[config.mk]
export PLATFORM = sky130hd
export DESIGN_NAME = lcd_cmd_sched
export DESIGN_NICKNAME = d
export VERILOG_FILES = /design/src/rtl/lcd_pkg.sv /design/src/rtl/lcd_cmd_fifo.sv /design/src/rtl/lcd_cmd_sched.sv
export SDC_FILE = /design/constraint.sdc
export NUM_CORES = 1
export LEC_CHECK = 0
export BUFFER_PORTS_ARGS = -buffer_cell sky130_fd_sc_hd__clkbuf_2
export CAP_MARGIN = 10
export CORE_ASPECT_RATIO = 1.5
export CORE_MARGIN = 4
export CORE_UTILIZATION = 30
export DETAILED_ROUTE_END_ITERATION = 6
export GPL_TIMING_DRIVEN = 0
export HOLD_SLACK_MARGIN = 0.05
export PLACE_DENSITY_LB_ADDON = 0.25
export SLEW_MARGIN = 20
export SYNTH_ARGS = -nofsm -noshare
export SYNTH_HDL_FRONTEND = slang
export SYNTH_HIERARCHICAL = 1
export SYNTH_SLANG_ARGS = --single-unit
[constraint.sdc]
create_clock -name clk -period 6.55 [get_ports clk]
set_clock_uncertainty 0.2 [all_clocks]
set_input_delay 0.3275 -clock clk [delete_from_list [all_inputs] [get_ports clk]]
set_output_delay 0.3275 -clock clk [all_outputs]
set_load 0.05 [all_outputs]
[src/rtl/lcd_pkg.sv]
// rtl/lcd_pkg.sv - command codes, scheduler state type and default queue depth
package lcd_pkg;

    localparam int DEPTH_DEFAULT = 4;

    localparam logic [3:0] CMD_WRITE       = 4'd0;
    localparam logic [3:0] CMD_SHIFT_UP    = 4'd1;
    localparam logic [3:0] CMD_SHIFT_DOWN  = 4'd2;
    localparam logic [3:0] CMD_SHIFT_LEFT  = 4'd3;
    localparam logic [3:0] CMD_SHIFT_RIGHT = 4'd4;
    localparam logic [3:0] CMD_MAX         = 4'd5;
    localparam logic [3:0] CMD_MIN         = 4'd6;
    localparam logic [3:0] CMD_AVG         = 4'd7;
    localparam logic [3:0] CMD_ROT_CCW     = 4'd8;
    localparam logic [3:0] CMD_ROT_CW      = 4'd9;
    localparam logic [3:0] CMD_MIRROR_X    = 4'd10;
    localparam logic [3:0] CMD_MIRROR_Y    = 4'd11;

    typedef enum logic [2:0] {
        IDLE,
        ISSUE,
        GAP_WAIT,
        WR_WAIT,
        HALT
    } sched_state_t;

    function automatic logic is_illegal(input logic [3:0] code);
        return code > CMD_MIRROR_Y;
    endfunction

endpackage

[src/rtl/lcd_cmd_fifo.sv]
// rtl/lcd_cmd_fifo.sv - synchronous command FIFO with full/empty/level
module lcd_cmd_fifo #(
    parameter int DEPTH = 4,
    parameter int AW    = $clog2(DEPTH)
) (
    input  logic          clk,
    input  logic          reset,
    input  logic          push,
    input  logic [3:0]    push_data,
    input  logic          pop,
    output logic [3:0]    head,
    output logic          full,
    output logic          empty,
    output logic [AW:0]   level
);

    localparam logic [AW:0] FULL_LEVEL = (AW+1)'(DEPTH);

    logic [3:0]    mem [DEPTH];
    logic [AW-1:0] wr_ptr;
    logic [AW-1:0] rd_ptr;
    logic          do_push;
    logic          do_pop;

    assign full    = (level == FULL_LEVEL);
    assign empty   = (level == '0);
    assign do_push = push && !full;
    assign do_pop  = pop && !empty;
    assign head    = mem[rd_ptr];

    always_ff @(posedge clk) begin
        if (do_push) begin
            mem[wr_ptr] <= push_data;
        end
    end

    // DEPTH is a power of two, so the pointers wrap on their own
    always_ff @(posedge clk or negedge reset) begin
        if (!reset) begin
            wr_ptr <= '0;
            rd_ptr <= '0;
            level  <= '0;
        end else begin
            if (do_push) begin
                wr_ptr <= wr_ptr + 1'b1;
            end
            if (do_pop) begin
                rd_ptr <= rd_ptr + 1'b1;
            end
            case ({do_push, do_pop})
                2'b10:   level <= level + 1'b1;
                2'b01:   level <= level - 1'b1;
                default: level <= level;
            endcase
        end
    end

endmodule

[src/rtl/lcd_cmd_sched.sv]
// rtl/lcd_cmd_sched.sv - LCD command scheduler; optional LCD_SCHED_ILLEGAL_CHK_EN filters codes 12-15
module lcd_cmd_sched #(
    parameter int DEPTH = lcd_pkg::DEPTH_DEFAULT,
    parameter int GAP   = 1
) (
    input  logic                     clk,
    input  logic                     reset,
    input  logic [3:0]               host_cmd,
    input  logic                     host_valid,
    output logic                     host_ready,
    output logic [3:0]               lcd_cmd,
    output logic                     lcd_cmd_valid,
    input  logic                     lcd_busy,
    input  logic                     lcd_done,
    output logic [$clog2(DEPTH):0]   q_level,
    output logic [7:0]               issued_cnt,
    output logic                     err_illegal,
    output logic                     sched_done
);

    import lcd_pkg::*;

    sched_state_t state;
    logic [1:0]   gap_cnt;
    logic         fifo_full;
    logic         fifo_empty;
    logic [3:0]   fifo_head;
    logic         accept;
    logic         push;
    logic         pop;

    assign host_ready = !fifo_full && (state != HALT) && (state != WR_WAIT);
    assign accept     = host_valid && host_ready;
    // The issue decision is taken in IDLE so a busy engine is never handed a command
    assign pop        = (state == IDLE) && !fifo_empty && !lcd_busy;

`ifdef LCD_SCHED_ILLEGAL_CHK_EN
    assign push = accept && !is_illegal(host_cmd);

    always_ff @(posedge clk or negedge reset) begin
        if (!reset) begin
            err_illegal <= 1'b0;
        end else if (accept && is_illegal(host_cmd)) begin
            err_illegal <= 1'b1;
        end
    end
`else
    assign push        = accept;
    assign err_illegal = 1'b0;
`endif

    lcd_cmd_fifo #(
        .DEPTH (DEPTH)
    ) u_fifo (
        .clk       (clk),
        .reset     (reset),
        .push      (push),
        .push_data (host_cmd),
        .pop       (pop),
        .head      (fifo_head),
        .full      (fifo_full),
        .empty     (fifo_empty),
        .level     (q_level)
    );

    always_ff @(posedge clk or negedge reset) begin
        if (!reset) begin
            state         <= IDLE;
            gap_cnt       <= 2'd0;
            lcd_cmd       <= 4'd0;
            lcd_cmd_valid <= 1'b0;
            issued_cnt    <= 8'd0;
            sched_done    <= 1'b0;
        end else begin
            lcd_cmd_valid <= 1'b0;
            case (state)
                IDLE: begin
                    if (pop) begin
                        state         <= ISSUE;
                        lcd_cmd       <= fifo_head;
                        lcd_cmd_valid <= 1'b1;
                        if (issued_cnt != 8'hFF) begin
                            issued_cnt <= issued_cnt + 8'd1;
                        end
                    end
                end
                ISSUE: begin
                    if (lcd_cmd == CMD_WRITE) begin
                        state <= WR_WAIT;
                    end else if (GAP > 0) begin
                        state   <= GAP_WAIT;
                        gap_cnt <= 2'(GAP - 1);
                    end else begin
                        state <= IDLE;
                    end
                end
                GAP_WAIT: begin
                    if (gap_cnt == 2'd0) begin
                        state <= IDLE;
                    end else begin
                        gap_cnt <= gap_cnt - 2'd1;
                    end
                end
                WR_WAIT: begin
                    if (lcd_done) begin
                        state      <= HALT;
                        sched_done <= 1'b1;
                    end
                end
                HALT: begin
                    state <= HALT;
                end
                default: begin
                    state <= IDLE;
                end
            endcase
        end
    end

endmodule

* Word-level counts from Yosys, hierarchy flattened *
Memory sizes are Yosys's and may differ from the RTL's. A register that Yosys moved wholly into a read port is not among the register bits.
Index checks and enable logic that the tools add are counted.

storage, ports and cells
  register bits after elaboration = 22
  bits in writable memories = 16
  bits of input ports = 9
  output and inout bits = 19
  word-level logic and storage cells = 65
  memories kept = 1

operators by class
  add/subtract/negate cells = 6
  equal/unequal tests = 15
  muxes and demuxes = 13
  reductions and logical operators = 22

memory list
  memory      words  bits a word  read ports  clocked after memory_dff  wr ports  RTL line            RTL
  u_fifo.mem  4      4            1           1                         1         lcd_cmd_fifo.sv:19  logic [3:0] mem [DEPTH];

operator list
  kind                                                                    count
  3-bit case mux with 5 select lines                                      1
  3-bit two-way mux                                                       3
  3-bit AND reduction                                                     3
  8-bit by 1-bit adder with 8-bit output (second input constant)          1
  2-bit != test (second input constant)                                   4
  8-bit != test (second input constant)                                   1
  1-bit logical AND                                                       7
  3-bit by 2-bit equality test with 1-bit output (second input constant)  2
  3-bit equality test (second input constant)                             2
  3-bit logical NOT                                                       2
  3-bit case mux with 2 select lines                                      1
  1-bit two-way mux                                                       5
  2-bit by 1-bit adder with 2-bit output (second input constant)          2
  1-bit logical NOT                                                       4
  4-bit logical NOT                                                       1
  2-bit two-way mux                                                       2
  2-bit case mux with 2 select lines                                      1
  2-bit AND reduction                                                     2
  2-bit nonzero test                                                      2
  3-bit by 1-bit adder with 3-bit output (second input constant)          1
  3-bit by 1-bit equality test with 1-bit output (second input constant)  1
  3-bit by 2-bit != test with 1-bit output (second input constant)        1
  3-bit != test (second input constant)                                   1
  3-bit by 1-bit subtractor with 3-bit output (second input constant)     1
  other kinds (5)                                                         5

* Depth between registers and ports, before layout *
Gate-level depths: netlist (run 1).

  depth in word-level cells = 8
  mapped depth = 13
  depth with buffers taken out = 12

* Cells and area by module *
Netlist (run 1), hierarchy kept.

by module, submodules not included
  module         instances  cells an instance  area an instance (sq um)  sequential area each (sq um)
  lcd_cmd_fifo   1          59                 1009.7                    655.6
  lcd_cmd_sched  1          91                 965.9                     475.5

* Worst setup path before layout (run 1) *
OpenSTA, ideal clock, no wires.

  path kind = reg-to-reg
  start = register u_fifo.level[0]
  end = register u_fifo.level[2]
  setup time = 146 ps
  data arrival time = 3426 ps
  data required time = 6204 ps
  path slack = 2779 ps
  cell stages (with the launch flop) = 13
  path buffers = 0
  period minus slack after synthesis = 3771 ps
  path through = dfrtp_1 > or3b_4 > inv_1 > a211oi_1 > and2_1 > and2_4 > inv_1 > ha_1 > inv_1 > fa_1 > xor2_1 > nor2_1 > xor2_1

on the way
  cells in the longest elaborated chain, start to end = 8
  elaborated cells on any way between the ends = 17
  those cells by class = add/sub: 2; eq/ne: 3; mux: 1; reduce/logical: 11

RTL lines
  element                                                                                RTL line             RTL
  start, declared                                                                        lcd_cmd_fifo.sv:14   output logic [AW:0] level
  start signal, assigned                                                                 lcd_cmd_fifo.sv:51   2'b10: level <= level + 1'b1;
  start signal, assigned                                                                 lcd_cmd_fifo.sv:52   2'b01: level <= level - 1'b1;
  start signal, assigned                                                                 lcd_cmd_fifo.sv:53   default: level <= level;
  3-bit equality test (*)                                                                lcd_cmd_fifo.sv:25   assign full = (level == FULL_LEVEL);
  net fifo_full                                                                          lcd_cmd_sched.sv:25  logic fifo_full;
  1-bit logical NOT (*)                                                                  lcd_cmd_sched.sv:32  assign host_ready = !fifo_full && (state != HALT) && (state != WR_WAIT);
  1-bit logical AND (*) (2 in series)                                                    lcd_cmd_sched.sv:32
  net host_ready                                                                         lcd_cmd_sched.sv:10  output logic host_ready,
  1-bit logical AND (*)                                                                  lcd_cmd_sched.sv:33  assign accept = host_valid && host_ready;
  net accept                                                                             lcd_cmd_sched.sv:28  logic accept;
  1-bit logical AND (*)                                                                  lcd_cmd_fifo.sv:27   assign do_push = push && !full;
  2-bit by 1-bit equality test with 1-bit output or 2-bit equality test (tied branches)  lcd_cmd_fifo.sv:50   case ({do_push, do_pop})
  3-bit case mux with 2 select lines or 2-bit nonzero test (tied branches)               -

Mark *: on every way through the listed nets, which the timed path passes. The rest lies on a longest branch.
A chain may end at the register's enable or synchronous reset.

* Final worst setup path (run 1) *
  start = register u_fifo.level[0]
  end = register u_fifo.level[2]

on the way
  cells in the longest elaborated chain, start to end = 8
  elaborated cells on any way between the ends = 17
  those cells by class = add/sub: 2; eq/ne: 3; mux: 1; reduce/logical: 11

RTL lines
  element                                                                                RTL line
  3-bit equality test (*)                                                                lcd_cmd_fifo.sv:25
  net fifo_full                                                                          lcd_cmd_sched.sv:25
  1-bit logical NOT (*)                                                                  lcd_cmd_sched.sv:32
  1-bit logical AND (*) (2 in series)                                                    lcd_cmd_sched.sv:32
  1-bit logical AND (*)                                                                  lcd_cmd_sched.sv:33
  net accept                                                                             lcd_cmd_sched.sv:28
  1-bit logical AND (*)                                                                  lcd_cmd_fifo.sv:27
  2-bit by 1-bit equality test with 1-bit output or 2-bit equality test (tied branches)  lcd_cmd_fifo.sv:50
  3-bit case mux with 2 select lines or 2-bit nonzero test (tied branches)               -

Marks and branches as above.

==> results.toml, run 1 <==
[detailed_routing]
drt-total-wl_um = 3620
drt_pass1_iterations = 4
wl_per_cell_um = 13.7
drc = 0
first_iter_violations = 66
via_per_inst = 4.80
ant_nets = 0
via_count = 1271

[setup_path]
max_stage_delay_ns = 0.46
cp_max_fo = 6
crit_top_cell = "inv_1"
worstPathCellList = "or3b_4 > inv_1 > a211oi_1 > and2_1 > and2_4 > inv_1 > ha_1 > inv_1 > fa_1 > xor2_1 > nor2_1 > xor2_1"
critPathArrivalTime_ns = 2.80
cp_slowest_cell = "dfrtp_1"
end_kind = "flip-flop"
startpoint_type = "flip-flop"
crit_type = "reg2reg"
worstPathRequired_ns = 6.58

[die]
num_io_pins = 28
rows = 36
start_util = 0.307
fp.dieH_um = 107
dieArea_um2 = 7970
dieWidth_um = 74.3
core-area_um2 = 6440

[final_layout]
layout-drive-gt1-share = 0.333
antenna_cells = 0
nNetsFinal = 205
area_delta_synth_final_pct = 19.7
final_cell_mix = "dfrtp_1, clkbuf_2, edfxtp_1"
post-route-util = 0.367
fillers = 636

[clock_tree]
htreeDepth = 2
cts_tree = "yes"
clk_latency_ns = 0.29
post_cts_resized = 0
clock_path_buffers = 2
ctsRootBufferMaster = "clkbuf_8"
clock-sinks = 42
clk_pin_slew_ns = 0.09
cts_inserted_buffers = 5

[synthesis]
synth-seq-area-share = 0.573
syn_area_um2 = 1980
synthFlopType = "dfrtp_1"
synth_cells = 150
synth_seq_cells = 42
synth_edf_count = 16
yosys_warnings = 6
ys_top_cells_by_area = "dfrtp_1, edfxtp_1, mux4_2, ha_1, mux2_2"
synth-async-reset-ratio = 0.619
synthesis.nets = 167
synth_top_cell_area_share = 0.329
yosys.area.top_type = "dfrtp_1"
syn_area_per_cell_um2 = 13.2
synth.distinct_cells = 45

[global_routing]
antenna_found_initial = 0
gr-total-overflow = 0
grt_pass1_wl_um = 6150
grt_pass1_vias = 1275
grt.total_usage = 0.101
grt_max_degree = 27

[power]
ir_worst_vdd_mv = 0.381
power_density_nw_per_um2 = 521
power.leakage_nw = 1.03

[sta]
rsz0062_at_grt = "no"
finalHoldViolCount = 0
timing.fmax_mhz = 360
setup_viol = 0
min_period_ns = 2.78
post-route-period-util = 0.424
setup_tns_ns = 0
maxSlewHeadroom = 0.557
drv_slew = 0
tightest_slew_ns = 0.665

[min_path]
hp-class = "in2reg"

[placed_design]
hpwlAfterDp_um = 2650
io_buffer_count = 26
place.gp.congestion = 0.771

[flow_run]
maxCapViolations = 0

[run_status]
status = "finished clean"
## layout make-up
class	count	area [um^2]	share of cell area
Sequential cell	42	1130	0.478
Multi-Input combinational cell	93	768	0.325
Timing Repair Buffer	31	180	0.0762
Tap cell	76	95.1	0.0402
Clock buffer	5	68.8	0.0291
Clock inverter	3	45.0	0.0190
Buffer	5	38.8	0.0164
Inverter	10	37.5	0.0159
## power by group
group	internal [mW]	switching (mW)	leakage, nW
Sequential	0.367	0.0875	0.463
Combinational	0.212	0.362	0.521
Clock	0.113	0.0907	0.0504
Total	0.692	0.540	1.03
## sequential cells by signal, indices dropped and copies added, names as in the netlist
register       count
u_fifo/mem        16
u_fifo/rd_ptr      2
u_fifo/level       3
state              3
sched_done         1
issued_cnt         8
lcd_cmd_valid      1
u_fifo/wr_ptr      2
lcd_cmd            4
gap_cnt            2
## cell families (layout without fill, tap and decap cells)
group,count (synthesis),count (layout),synth area share
xor gates and xnor gates,7,7,0.0310
other,1,1,0.00190
AOI/OAI and AO/OA,16,16,0.0513
DFF,42,42,0.573
muxes,16,16,0.115
buffers and inverters,15,54,0.0386
and+or+nand+nor,45,45,0.136
adders and majority gates,8,8,0.0545
## repair_timing
item | CTS | global route
setup buffers | 0 | 0
endpoints found under the hold margin | 40 | 0
hold buffers | 5 | 0
## worst max-delay path, delay by kind of cell (launching register included)
family	cells	cell delay [ns]
DFF	1	0.46
xor gates and xnor gates	2	0.29
AOI/OAI and AO/OA	1	0.06
and+or+nand+nor	4	0.96
adders and majority gates	2	0.55
buffers and inverters	3	0.19
## path summary, 6_finish.rpt
check	from	to	slack, ns	depth (start not counted)
setup / recovery	u_fifo/level[0]$_DFFE_PN0P_	u_fifo/level[2]$_DFFE_PN0P_	3.77	12
hold / removal	lcd_done	sched_done$_DFFE_PN0P_	0.09	2
hold reg to reg	sched_done$_DFFE_PN0P_	sched_done$_DFFE_PN0P_	0.27	1
min in group asynchronous	reset	u_fifo/rd_ptr[1]$_DFFE_PN0P_	0.39	2
max in group asynchronous	reset	issued_cnt[6]$_DFFE_PN0P_	5.33	2
setup reg to reg	u_fifo/level[0]$_DFFE_PN0P_	u_fifo/level[2]$_DFFE_PN0P_	3.77	12
## through the flow
step / area [um^2] / cells / total power, mW / hold WS (ns) / setup slack, ns
2_1_floorplan: 1980 / 150 / 0.899 / -0.168 / 2.78
3_3_place_gp: 2200 / 252 / 1.03 / 0.209 / 3.77
3_5_place_dp: 2200 / 252 / 1.04 / 0.214 / 3.79
4_1_cts: 2360 / 265 / 1.25 / 0.0847 / 3.75
5_1_grt: 2360 / 265 / 1.32 / 0.105 / 3.59
6_report: 2360 / 265 / 1.23 / 0.0936 / 3.77
## cell usage after synthesis, types with 2 or more instances
cell type and n:
xor2_1 3, inv_1 10, o21ai_0 6, and3_2 4
buf_6 2, or4_1 2, dfrtp_1 26, nand2_1 11
mux2_1 2, and3_1 2, nor2_1 8, mux2_2 7
mux2i_1 2, xnor2_1 4, ha_1 7, nand4_1 4
a21oi_1 3, nand2b_1 2, mux4_2 4, edfxtp_1 16
## routing by layer
| metal | track usage | part of all wire | up-vias |
|---|---|---|---|
| li1 | - | - | 609 |
| met1 | 0.125 | 0.45 | 627 |
| met2 | 0.163 | 0.48 | 29 |
| met3 | 0.0280 | 0.050 | 6 |
| met4 | 0.0458 | 0.021 | 0 |
| met5 | 0 | 0 | - |
Note: power is estimated with default switching activity, not from simulation.
==> run 2, diff against run 1 <==
==> constraint.sdc (replaced) <==
create_clock -name clk -period 2.6 [get_ports clk]
set_clock_uncertainty 0.2 [all_clocks]
set_input_delay 0.13 -clock clk [delete_from_list [all_inputs] [get_ports clk]]
set_output_delay 0.13 -clock clk [all_outputs]
set_load 0.05 [all_outputs]
==> run 2 against run 1 <==
Effect of this change: final cell count grew 1.9%; critical path depth is the same; clock power grew to 2.5 times the previous value; total power grew to 2.6 times the previous value; via count shrank 0.94%; global-route usage grew 0.46 points; setup slack lost 3.7 ns; design area grew 3.4%; combinational power grew to 2.7 times the previous value; sequential share of layout area shrank 1.4 points; critical endpoint unchanged; highest routed layer unchanged.
==> results.toml, run 2 (synthesis results as in run 1) <==
[min_path]
whs_path_depth = 4
hold_start = "host_valid"
worstHoldEndpoint = "u_fifo/wr_ptr[0]$_DFFE_PN0P_"
hp-class = "in2reg"

[final_layout]
largest_reg_flops = 16
regMostFlops = "u_fifo/mem"
antenna_cells = 0
final_cell_mix = "clkbuf_2, dfrtp_1, edfxtp_1"
layout-drive-gt1-share = 0.402
layout_commonest_cell = "clkbuf_2"
fillers = 631
nNetsFinal = 210
largest_registers = "u_fifo/mem x16, issued_cnt x8, lcd_cmd x4"
finalNonFillerCells = 270
area_delta_synth_final_pct = 23.7

[run_status]
status = "finished clean"

[global_routing]
antenna_found_initial = 0
grt.total_usage = 0.106
gr-total-overflow = 0
grt_pass1_wl_um = 6420
grt_pass1_vias = 1316
grt_max_degree = 27

[clock_tree]
clock_path_buffers = 2
cts_inserted_buffers = 5
htreeDepth = 2
clk_latency_ns = 0.29
cts_tree = "yes"
clk_pin_slew_ns = 0.08
ctsRootBufferMaster = "clkbuf_8"
clock-sinks = 42

[die]
fp.dieH_um = 107
rows = 36
dieArea_um2 = 7970
start_util = 0.307
dieWidth_um = 74.3
num_io_pins = 28
core-area_um2 = 6440

[power]
power.leakage_nw = 1.06
power_density_nw_per_um2 = 1320
ir_worst_vdd_mv = 1.11
power_mw = 3.22

[sta]
timing.fmax_mhz = 396
worst_slack_ns = 0.0753
rsz0062_at_grt = "yes"
finalHoldViolCount = 0
maxSlewHeadroom = 0.554
min_period_ns = 2.52
hold_ws_ns = 0.118
tightest_slew_ns = 0.669
setup_tns_ns = 0
setup_viol = 0
post-route-period-util = 0.971
drv_slew = 0

[setup_path]
r2r_end = "u_fifo/level[2]$_DFFE_PN0P_"
rrSetupSlack_ns = 0.08
max_stage_delay_ns = 0.43
worstReg2RegStart = "u_fifo/level[0]$_DFFE_PN0P_"
cp_slowest_cell = "dfrtp_2"
ff2ff_path_depth = 12
end_kind = "flip-flop"
worstPathRequired_ns = 2.62
crit_type = "reg2reg"
critPathTopFamily = "simple AND/OR/NAND/NOR gates"
cp_num_buf_inv = 3
cp_max_fo = 5
startpoint_type = "flip-flop"
worstPathCellList = "or3b_4 > inv_2 > a211oi_4 > and2_4 > and2_4 > inv_2 > ha_4 > inv_2 > fa_2 > xor2_1 > nor2_1 > xor2_1"
critPathArrivalTime_ns = 2.55
crit_top_cell = "inv_2"

[detailed_routing]
first_iter_violations = 33
drc = 0
wl_per_cell_um = 13.8
ant_nets = 0
via_per_inst = 4.66
drt_pass1_iterations = 3
drt-total-wl_um = 3720
via_count = 1259

[placed_design]
place_ws_ns = -0.0276
hpwlAfterDp_um = 2750
place.gp.congestion = 0.742
io_buffer_count = 26
dp.cells = 252

[flow_run]
maxCapViolations = 0
run 2: cell count changes in the layout (fill, tap and decap cells not counted), sizes merged:
cell	change
dlygate4sd3	+2
buf	+3
run 2: worst max-delay path by stage:
| stage | end | depth (start not counted) | slack [ns] | from |
|---|---|---|---|---|
| global route | u_fifo/level[2]$_DFFE_PN0P_ | 12 | -0.02 | u_fifo/level[0]$_DFFE_PN0P_ |
| finish | u_fifo/level[2]$_DFFE_PN0P_ | 12 | 0.08 | u_fifo/level[0]$_DFFE_PN0P_ |
| floorplan | u_fifo/level[2]$_DFFE_PN0P_ | 12 | -0.28 | u_fifo/level[2]$_DFFE_PN0P_ |
| global placement | u_fifo/level[2]$_DFFE_PN0P_ | 12 | -0.04 | u_fifo/level[0]$_DFFE_PN0P_ |
| detailed placement | u_fifo/level[2]$_DFFE_PN0P_ | 12 | -0.03 | u_fifo/level[0]$_DFFE_PN0P_ |
| CTS | u_fifo/level[2]$_DFFE_PN0P_ | 12 | 0.0001 | u_fifo/level[2]$_DFFE_PN0P_ |
run 2: final cells by class:
class                           count  area [um^2]  share of cell area
Sequential cell                    42         1130               0.464
Multi-Input combinational cell     93          801               0.328
Timing Repair Buffer               36          223              0.0911
Tap cell                           76         95.1              0.0389
Clock buffer                        5         68.8              0.0281
Clock inverter                      3         45.0              0.0184
Buffer                              5         40.0              0.0164
Inverter                           10         37.5              0.0154
run 2: what timing repair did:
item                                    4_1_cts  5_1_grt
hold endpoints to repair                     47        0
hold buffers                                  7        0
pin swaps                                     1        3
gates resized for setup                       1        2
cloned                                        0        0
setup buffers                                 2        1
endpoints found under the setup margin        1        2
run 2: routing by layer:
metal | part of all wire | track usage | vias to the layer above
met5 | 0 | 0 | -
met4 | 0.019 | 0.0420 | 0
met3 | 0.054 | 0.0299 | 7
met2 | 0.51 | 0.180 | 27
met1 | 0.41 | 0.124 | 611
li1 | - | - | 614
run 2: through the flow:
stage,cell area (um^2),util
6_report,2440,0.380
5_1_grt,2440,0.380
3_5_place_dp,2230,0.347
3_3_place_gp,2230,0.347
2_1_floorplan,2010,-
4_1_cts,2440,0.378
run 2: power by group:
group / internal [mW] / switching [mW]
Clock: 0.286 / 0.229
Combinational: 0.605 / 0.964
Sequential: 0.929 / 0.207
run 2: worst min-delay path, stage by stage:
cell,delay (ns)
clkbuf_2,0.07
and2_4,0.15
and2_4,0.16
xnor2_1,0.06
==> run 3, diff against run 2 <==
--- a/config.mk
+++ b/config.mk
@@ -5,6 +5,7 @@
 export SDC_FILE = /design/constraint.sdc
 export NUM_CORES = 1
 export LEC_CHECK = 0
+export ABC_AREA = 1
 export BUFFER_PORTS_ARGS = -buffer_cell sky130_fd_sc_hd__clkbuf_2
 export CAP_MARGIN = 10
 export CORE_ASPECT_RATIO = 1.5
==> run 3 against run 2 <==
Effect of this change: core utilization down 0.70 points; sequential share of layout area down 2.2 points; die area up 8.0%; area after synthesis up 8.9%; final cell count up 36%; register-to-register slack better by 0.15 ns; synthesized cell count up 65%; largest cell class unchanged; largest power group unchanged.
==> results.toml, run 3 <==
[global_routing]
gr-total-overflow = 0
grt_pass1_wl_um = 7030
grt.total_usage = 0.102
grt_pass1_vias = 1590
antenna_found_initial = 0
grt_max_degree = 27

[sta]
min_period_ns = 2.37
timing.fmax_mhz = 421
setup_tns_ns = 0
maxSlewHeadroom = 0.549
rsz0062_at_grt = "no"
finalHoldViolCount = 0
setup_viol = 0
drv_slew = 0
tightest_slew_ns = 0.677
post-route-period-util = 0.913

[setup_path]
ff2ff_path_depth = 15
startpoint_type = "flip-flop"
worstPathRequired_ns = 2.58
r2r_end = "u_fifo/level[2]$_DFFE_PN0P_"
end_kind = "flip-flop"
crit_type = "reg2reg"
worstReg2RegStart = "u_fifo/level[1]$_DFFE_PN0P_"
rrSetupSlack_ns = 0.23
cp_max_fo = 10
critPathArrivalTime_ns = 2.36

[die]
dieArea_um2 = 8620
rows = 37
core-area_um2 = 6900
num_io_pins = 28
fp.dieH_um = 112
start_util = 0.312
dieWidth_um = 77.1

[power]
ir_worst_vdd_mv = 0.457
p_clk_frac = 0.167
power_frac_seq = 0.357
power_density_nw_per_um2 = 1170
power.leakage_nw = 1.29
sw_frac_of_total = 0.466
p_sw_mw = 1.40
combPwrFrac = 0.476
intPower_mw = 1.60

[clock_tree]
cts_tree = "yes"
clk_latency_ns = 0.29
ctsRootBufferMaster = "clkbuf_8"
htreeDepth = 2
cts_inserted_buffers = 5
clock-sinks = 42
clock_path_buffers = 2
clk_pin_slew_ns = 0.08

[final_layout]
area_delta_synth_final_pct = 19.5
post-route-util = 0.373
layout_commonest_cell = "nand2_1"
antenna_cells = 0
fin_area_um2 = 2570
nNetsFinal = 305
fillers = 689
largest_reg_flops = 16
seqCellArea_um2 = 1140
layout-drive-gt1-share = 0.180
final_cell_mix = "nand2_1, inv_1, clkbuf_2"
regMostFlops = "u_fifo/mem"
multi_input_area_um2 = 842
largest_registers = "u_fifo/mem x16, issued_cnt x8, lcd_cmd x4"

[synthesis]
synth-async-reset-ratio = 0.619
syn_area_um2 = 2150
yosys.area.top_type = "dfrtp_1"
synth_top_cell_area_share = 0.303
synth-seq-area-share = 0.526
ys_top_cells_by_area = "dfrtp_1, edfxtp_1, nand2_1, inv_1, ha_1"
synth_edf_count = 16
synthMostInstantiatedCell = "nand2_1"
synthTopCellsByCount = "nand2_1, inv_1, dfrtp_1"
synthesis.nets = 265
synthFlopType = "dfrtp_1"
synth.distinct_cells = 26
synth_seq_cells = 42
yosys_warnings = 6
syn_area_per_cell_um2 = 8.67
synth_cells = 248

[detailed_routing]
ant_nets = 0
via_count = 1653
drc = 0
drt-total-wl_um = 4030
wl_per_cell_um = 11.0
via_per_inst = 4.50
drt_pass1_iterations = 4
first_iter_violations = 76

[min_path]
worstHoldEndpoint = "u_fifo/wr_ptr[0]$_DFFE_PN0P_"
hp-class = "in2reg"
whs_path_depth = 4
hold_start = "host_valid"

[placed_design]
hpwlAfterDp_um = 3110
placed_area_um2 = 2380
io_buffer_count = 26
place.gp.congestion = 0.746

[flow_run]
maxCapViolations = 0

[run_status]
status = "finished clean"
[run 3: cell count changes in the layout (fill, tap and decap cells not counted), moves of 4 or more]
cell | previous run | this run
nand3_1 | 1 | 15
and3_2 | 4 | 0
inv_1 | 7 | 39
nand2_1 | 11 | 85
mux4_2 | 4 | 0
nor2_1 | 7 | 18
o211ai_1 | 0 | 8
mux2_2 | 7 | 0
[run 3: routing by layer]
layer | track usage | routed length, um | up-vias
li1 | - | - | 854
met1 | 0.107 | 1620 | 764
met2 | 0.185 | 2160 | 29
met3 | 0.0251 | 177 | 6
met4 | 0.0499 | 65 | 0
met5 | 0 | 0 | -
[run 3: cells by family after synthesis]
group           after synthesis  synth area share
fa+ha+maj                     8            0.0500
compound gates               18            0.0524
other cells                   1           0.00174
simple gates                130             0.268
xor+xnor                      4            0.0163
buf+inv                      45            0.0861
flops                        42             0.526
[run 3: cell type report]
class                           instances  area share
Multi-Input combinational cell        161       0.328
Timing Repair Buffer                   33      0.0779
Sequential cell                        42       0.442
Buffer                                  2     0.00730
Clock buffer                            5      0.0268
Inverter                               43      0.0648
Clock inverter                          3      0.0156
Tap cell                               78      0.0380
[run 3: worst max-delay path, cell delays in order (launching register included)]
cell	delay [ns]
dfrtp_2	0.38
inv_1	0.09
nand3_2	0.14
inv_1	0.05
inv_1	0.06
nand2_2	0.11
nor2_8	0.18
nand2_1	0.10
inv_1	0.06
ha_1	0.15
inv_1	0.06
fa_1	0.39
nand2_1	0.10
nand3_1	0.07
nand2_1	0.06
nand2_1	0.05
[run 3: per-stage QoR]
step                power, mW  worst slack [ns]  instances  hold WS [ns]
floorplan                2.18            0.0876        248        -0.366
CTS                      3.06            0.0531        366        0.0532
finish                   3.01             0.225        367        0.0695
detailed placement       2.53           -0.0657        352        0.0165
global route             3.27            0.0137        367        0.0684
global placement         2.50           0.00669        352       0.00965
[run 3: power by group through the flow]
stage	clock network [mW]	logic, mW	registers [mW]
finish	0.502	1.43	1.07
global route	0.556	1.60	1.11
CTS	0.531	1.45	1.07
detailed placement	0	1.44	1.09
global placement	0	1.42	1.09
floorplan	0	0.808	1.37
[run 3: how the worst max path moves through the flow]
stage	from	to	slack, ns	cells after the start
floorplan	u_fifo/level[0]$_DFFE_PN0P_	u_fifo/level[1]$_DFFE_PN0P_	0.09	9
global route	u_fifo/level[1]$_DFFE_PN0P_	u_fifo/level[2]$_DFFE_PN0P_	0.01	15
CTS	state[1]$_DFFE_PN0P_	u_fifo/level[2]$_DFFE_PN0P_	0.05	11
finish	u_fifo/level[1]$_DFFE_PN0P_	u_fifo/level[2]$_DFFE_PN0P_	0.23	15
detailed placement	state[1]$_DFFE_PN0P_	u_fifo/level[1]$_DFFE_PN0P_	-0.07	9
global placement	state[1]$_DFFE_PN0P_	u_fifo/level[1]$_DFFE_PN0P_	0.007	9
[run 3: repair_timing]
item / CTS / global route
gates resized for setup: 1 / 4
endpoints found under the setup margin: 1 / 2
pin swaps: 0 / 2
hold buffers: 6 / 1
endpoints found under the hold margin: 45 / 1
setup buffers: 0 / 0
